$ cat config.mk
export PLATFORM = sky130hd
export DESIGN_NAME = cache_controller
export DESIGN_NICKNAME = d
export VERILOG_FILES = /design/src/rtl/cache_controller.sv
export SDC_FILE = /design/constraint.sdc
export NUM_CORES = 1
export LEC_CHECK = 0
export CORE_UTILIZATION = 38
export DETAILED_ROUTE_END_ITERATION = 12
export HOLD_SLACK_MARGIN = 0.12
export REMOVE_ABC_BUFFERS = 1
export SLEW_MARGIN = 10
export SYNTH_ARGS = -nofsm -noshare
export SYNTH_HDL_FRONTEND = slang
export SYNTH_SLANG_ARGS = --single-unit
export TNS_END_PERCENT = 100
$ cat constraint.sdc
create_clock -name clock -period 12.35 [get_ports clock]
set_input_delay 1.8525 -clock clock [delete_from_list [all_inputs] [get_ports clock]]
set_output_delay 1.8525 -clock clock [all_outputs]
set_load 0.005 [all_outputs]
$ cat src/rtl/cache_controller.sv
// Direct-mapped, write-back, write-allocate cache controller: 4 lines x 4 words
// of 32 bits over a 10-bit byte address, with a line-wide memory handshake.
module cache_controller #(
    parameter int CNT_WIDTH = 16
) (
    input  logic                 clock,
    input  logic                 reset,
    input  logic                 read_write,
    input  logic [9:0]           address,
    input  logic [31:0]          write_data,
    output logic                 hit_miss,
    output logic [31:0]          read_data,
    output logic                 mem_read,
    output logic                 mem_write,
    output logic [9:0]           mem_address,
    output logic [127:0]         mem_write_data,
    input  logic [127:0]         mem_read_data,
    input  logic                 mem_ready,
    output logic [CNT_WIDTH-1:0] hit_count,
    output logic [CNT_WIDTH-1:0] miss_count
);

    typedef enum logic [1:0] {
        COMPARE    = 2'd0,
        WRITE_BACK = 2'd1,
        ALLOCATE   = 2'd2
    } state_t;

    state_t       state;
    logic [3:0]   tag_mem  [4];
    logic [127:0] data_mem [4];
    logic [3:0]   valid;
    logic [3:0]   dirty;

    logic [3:0] req_tag;
    logic [1:0] index;
    logic [1:0] word;
    logic [6:0] word_lsb;
    logic       hit;
    logic       unused_byte_offset;

    assign req_tag            = address[9:6];
    assign index              = address[5:4];
    assign word               = address[3:2];
    assign word_lsb           = {word, 5'b0};
    assign unused_byte_offset = ^address[1:0];

    assign hit       = (state == COMPARE) && valid[index] && (tag_mem[index] == req_tag);
    assign hit_miss  = hit && !reset;
    assign read_data = (hit_miss && !read_write) ? data_mem[index][word_lsb +: 32] : 32'd0;

    always_comb begin
        mem_address    = '0;
        mem_write_data = '0;
        case (state)
            WRITE_BACK: begin
                mem_address    = {tag_mem[index], index, 4'b0000};
                mem_write_data = data_mem[index];
            end
            ALLOCATE: mem_address = {req_tag, index, 4'b0000};
            default: ;
        endcase
    end

    // NOTE: tag and data arrays carry no reset; the valid bits alone decide
    // whether their contents mean anything, so only those are cleared.
    always_ff @(posedge clock) begin
        if (!reset) begin
            if (hit && read_write) begin
                data_mem[index][word_lsb +: 32] <= write_data;
            end else if (state == ALLOCATE && mem_ready) begin
                data_mem[index] <= mem_read_data;
                tag_mem[index]  <= req_tag;
            end
        end
    end

    // mem_read/mem_write are set on the same edges that enter their states,
    // so they mirror the state decode while still coming straight from flops.
    always_ff @(posedge clock) begin
        if (reset) begin
            state      <= COMPARE;
            valid      <= '0;
            dirty      <= '0;
            mem_read   <= 1'b0;
            mem_write  <= 1'b0;
            hit_count  <= '0;
            miss_count <= '0;
        end else begin
            case (state)
                COMPARE: begin
                    if (hit) begin
                        if (read_write) dirty[index] <= 1'b1;
                        if (hit_count != '1) hit_count <= hit_count + CNT_WIDTH'(1);
                    end else begin
                        if (miss_count != '1) miss_count <= miss_count + CNT_WIDTH'(1);
                        if (valid[index] && dirty[index]) begin
                            state     <= WRITE_BACK;
                            mem_write <= 1'b1;
                        end else begin
                            state    <= ALLOCATE;
                            mem_read <= 1'b1;
                        end
                    end
                end
                WRITE_BACK: begin
                    if (mem_ready) begin
                        dirty[index] <= 1'b0;
                        state        <= ALLOCATE;
                        mem_write    <= 1'b0;
                        mem_read     <= 1'b1;
                    end
                end
                ALLOCATE: begin
                    if (mem_ready) begin
                        valid[index] <= 1'b1;
                        dirty[index] <= 1'b0;
                        state        <= COMPARE;
                        mem_read     <= 1'b0;
                    end
                end
                default: begin
                    state     <= COMPARE;
                    mem_read  <= 1'b0;
                    mem_write <= 1'b0;
                end
            endcase
        end
    end

endmodule

==> results.yml <==
grt:
  gr-usage-all-layers_pct: 21.2
  grt_overflow: 0
  grt_start_max_net_pins: 120
  grt_pass1_wl_um: 104000
  antenna_violations_before_repair: 6
  first_global_vias: 15787
place:
  port-buffer-count: 372
  routabilityCongestion: 0.804
  hpwlAfterDp_um: 46100
  post-place-cells: 2705
floorplan:
  chipWidth_um: 260
  area_enclosed_by_the_die_boundary_sq_um: 67600
  height_of_the_die_um: 260
  initial_utilization_pct: 38.4
  top_level_ports: 379
  core_area_sq_um: 65900
  floorplan.rows: 94
setup_path:
  cpMaxStageDelayCell: "sky130_fd_sc_hd__buf_4"
  critical_path_buf_inv_count: 4
  cp-start-kind: "primary input"
  worst-path-max-fanout: 48
  max_stage_delay_on_crit_path_ps: 880
  critical_path_arrival_ps: 5750
  worstPathCellList: "buf_8 > buf_4 > buf_4 > mux4_2 > mux4_2 > nor2b_1 > clkdlybuf4s50_1"
  category_of_the_worst_setup_path_capture_point: "primary output"
  critical_path_required_ps: 10500
  worst-setup-path-type: "primary input to primary output"
  critical-path-top-delay-family: "buffers and inverters"
clock_tree:
  postCtsSetupBuffers: 0
  cts_buffers: 59
  clock_path_buffers: 3
  cts_tree: "done"
  clock-root-buffer: "sky130_fd_sc_hd__clkbuf_16"
  postCtsHoldBufs: 0
  clock_insertion_delay_worst_skew_ps: 630
  clock-sinks: 572
  clk_transition_reported_paths_ps: 60
  cts-resized-gates: 0
  clock_tree.htree_level_count: 2
cells_and_area:
  stdcell_count: 2815
  fin_nets: 2086
  fraction_of_final_layout_cells_with_drive_strength_greater_than_1_pct: 16.7
  synthToLayoutAreaGrowth_pct: 26.3
routing:
  vias_per_cell: 5.50
  drt_drc_violations_left: 0
  first_pass_iters: 5
  post_drt_wl_per_cell_um: 25.7
  route.final.wire_length_um: 72200
  antenna_left: 0
  detailroute.via_count: 15491
  drt-initial-drc-count: 1283
outcome:
  run_status: "complete, no violations"
power:
  share_seq_of_total_power_pct: 51.0
  power.share.switching_pct: 22.0
  static-leakage-power_uw: 0.0104
  pwr_density_cell_nw_per_um2: 132
  netSwitchingPower_uw: 926
  power_report.internal_total_uw: 3280
  peakVddDrop_v: 0.0000975
  comb_power_share_pct: 7.8
  clock_power_share_pct: 41.3
sta:
  period_needed_ps: 7600
  setup_viol_count_final: 0
  drv_slew: 0
  worst_slew_margin_rel_pct: 25.5
  hold_violations: 0
  clock_skew_ps: 34.7
  worst-slew-pin-transition_ps: 1120
  setup-tns-final_ps: 0
  max_freq_mhz: 132
  fin_crit_sh_pct: 61.6
  setup_repair_after_global_routing_missed_its_margin: "no"
synth:
  post_synth.cell_area_avg_sq_um: 16.4
  synth_edf_count: 528
  yosys.cell_types.count: 61
  ys_top_cells_by_area: "sky130_fd_sc_hd__edfxtp_1 63%, sky130_fd_sc_hd__mux4_2 15%, sky130_fd_sc_hd__dfxtp_1 3.5%"
  instance_count_of_the_mapped_netlist: 1547
  ys_warn_count: 0
  synth_largest_area_cell: "sky130_fd_sc_hd__edfxtp_1"
  synth.yosys.seq_area_share_pct: 66.2
  netlist_area_sq_um: 25300
  synth_ff_type: "sky130_fd_sc_hd__edfxtp_1"
  synth_seq_cells: 572
  async_set_or_reset_flop_fraction_in_the_synthesized_netlist_pct: 0
  post-synth-top-area-fraction_pct: 62.7
job:
  drv_cap: 0
worst_hold_path:
  holdCritPathClass: "register to register"
## state kept, by name (all words and copies together), names as in the netlist, named ones only
name,flops
hit_count,16
tag_mem,16
state,2
data_mem,512
miss_count,16
valid,4
mem_write,1
mem_read,1
## logic make-up (layout without fill, tap and decap cells)
| group | count (synthesis) | count (layout) | synth area share, % |
|---|---|---|---|
| compound gates | 191 | 191 | 5.69 |
| xor+xnor | 19 | 19 | 0.687 |
| fa+ha+maj | 10 | 10 | 0.495 |
| buf+inv | 128 | 528 | 2.14 |
| flops | 572 | 572 | 66.2 |
| mux | 176 | 176 | 15.2 |
| other cells | 1 | 5 | 0.0148 |
| simple gates | 450 | 450 | 9.61 |
## power by group through the flow
| stage | clock (uW) | combinational [uW] | sequential [uW] |
|---|---|---|---|
| floorplan | 0 | 155 | 2190 |
| global placement | 0 | 325 | 2190 |
| detailed placement | 0 | 331 | 2190 |
| CTS | 1770 | 332 | 2150 |
| global route | 1840 | 351 | 2150 |
| finish | 1740 | 327 | 2150 |
## final timing paths
kind                      startpoint                         to  slack, ps  cells after the start
max reg2reg  tag_mem[2][1]$_DFFE_PP_  data_mem[0][73]$_DFFE_PP_       7930                      8
min            valid[3]$_SDFFE_PP0P_      valid[3]$_SDFFE_PP0P_        470                      2
max                       address[4]              read_data[15]       4750                      7
min reg2reg    valid[3]$_SDFFE_PP0P_      valid[3]$_SDFFE_PP0P_        470                      2
## worst register-to-register path: stages, from the launching register on
cell                       delay (ps)
sky130_fd_sc_hd__edfxtp_1         380
sky130_fd_sc_hd__mux4_2           500
sky130_fd_sc_hd__xnor2_1          160
sky130_fd_sc_hd__and3_1           280
sky130_fd_sc_hd__a211oi_4         220
sky130_fd_sc_hd__buf_4            620
sky130_fd_sc_hd__buf_4            760
sky130_fd_sc_hd__buf_4            720
sky130_fd_sc_hd__o31ai_1          470
## synth_stat cells (7+ instances only)
library cell and instances:
sky130_fd_sc_hd__dfxtp_1 44, sky130_fd_sc_hd__clkbuf_1 60, sky130_fd_sc_hd__nand4_1 7, sky130_fd_sc_hd__ha_1 10, sky130_fd_sc_hd__xnor2_1 11, sky130_fd_sc_hd__a22o_1 32
sky130_fd_sc_hd__nand3_1 15, sky130_fd_sc_hd__xor2_1 7, sky130_fd_sc_hd__nor2_1 61, sky130_fd_sc_hd__nor2b_1 44, sky130_fd_sc_hd__buf_1 19, sky130_fd_sc_hd__mux4_2 166
sky130_fd_sc_hd__and2_1 135, sky130_fd_sc_hd__inv_1 10, sky130_fd_sc_hd__o31ai_1 100, sky130_fd_sc_hd__and3_1 8, sky130_fd_sc_hd__buf_2 30, sky130_fd_sc_hd__nand2b_1 34
sky130_fd_sc_hd__nand2_1 115, sky130_fd_sc_hd__a21oi_1 16, sky130_fd_sc_hd__edfxtp_1 528, sky130_fd_sc_hd__mux2_1 8
## through the flow
stage                     area [sq um]  utilization (%)  power [uW]  hold WS [ps]  setup WS [ps]
after floorplan                  24800                -        2340           431           4060
after global placement           30000             45.6        2510           447           4660
after detailed placement         30000             45.6        2520           457           4640
after CTS                        31900             48.5        4240           470           4630
after global routing             31900             48.5        4330           495           4430
final                            31900             48.5        4210           468           4750
## cell usage in the layout (no fill, tap or decap), types with 3 or more instances in the layout
cell type and count:
sky130_fd_sc_hd__a22oi_1 5, sky130_fd_sc_hd__a21oi_1 16, sky130_fd_sc_hd__conb_1 4, sky130_fd_sc_hd__a22o_1 32, sky130_fd_sc_hd__mux2_1 8, sky130_fd_sc_hd__nor2_1 45
sky130_fd_sc_hd__or3_1 3, sky130_fd_sc_hd__o211a_1 3, sky130_fd_sc_hd__clkbuf_8 4, sky130_fd_sc_hd__or4_1 3, sky130_fd_sc_hd__nand2b_1 33, sky130_fd_sc_hd__and4_1 4
sky130_fd_sc_hd__inv_1 10, sky130_fd_sc_hd__edfxtp_1 528, sky130_fd_sc_hd__nor2_4 17, sky130_fd_sc_hd__mux4_2 166, sky130_fd_sc_hd__o21ai_1 6, sky130_fd_sc_hd__o211ai_1 6
sky130_fd_sc_hd__clkinv_2 14, sky130_fd_sc_hd__nand3_1 14, sky130_fd_sc_hd__nor3_1 3, sky130_fd_sc_hd__and2_1 135, sky130_fd_sc_hd__nand2_1 113, sky130_fd_sc_hd__o31ai_1 100
sky130_fd_sc_hd__o21ai_0 4, sky130_fd_sc_hd__xor2_1 7, sky130_fd_sc_hd__buf_4 34, sky130_fd_sc_hd__clkbuf_1 13, sky130_fd_sc_hd__xnor2_1 11, sky130_fd_sc_hd__clkbuf_16 60
sky130_fd_sc_hd__nor4_1 6, sky130_fd_sc_hd__clkdlybuf4s50_1 370, sky130_fd_sc_hd__ha_1 8, sky130_fd_sc_hd__dfxtp_1 44, sky130_fd_sc_hd__nand4_1 7, sky130_fd_sc_hd__clkinv_1 10
sky130_fd_sc_hd__nor2b_1 44, sky130_fd_sc_hd__a31oi_1 5, sky130_fd_sc_hd__and3_1 8, sky130_fd_sc_hd__bufinv_16 4
## area by class of cell
| class | count | area [sq um] |
|---|---|---|
| multi-input combinational | 850 | 8180 |
| clock buffer | 77 | 1610 |
| fill | 5569 | 33900 |
| antenna | 1 | 2.50 |
| tap | 864 | 1080 |
| timing repair buffer | 406 | 3990 |
| inverter | 13 | 50.0 |
| clock inverter | 32 | 300 |
| sequential | 572 | 16700 |
## layer usage
layer	wire, um	part of all wire [%]	GRT usage [%]
met1	30900	43	28.9
met2	35800	50	35.6
met3	4560	6.3	3.70
met4	976	1.4	4.54
met5	68	0.094	0
(Power assumes the default switching activity.)
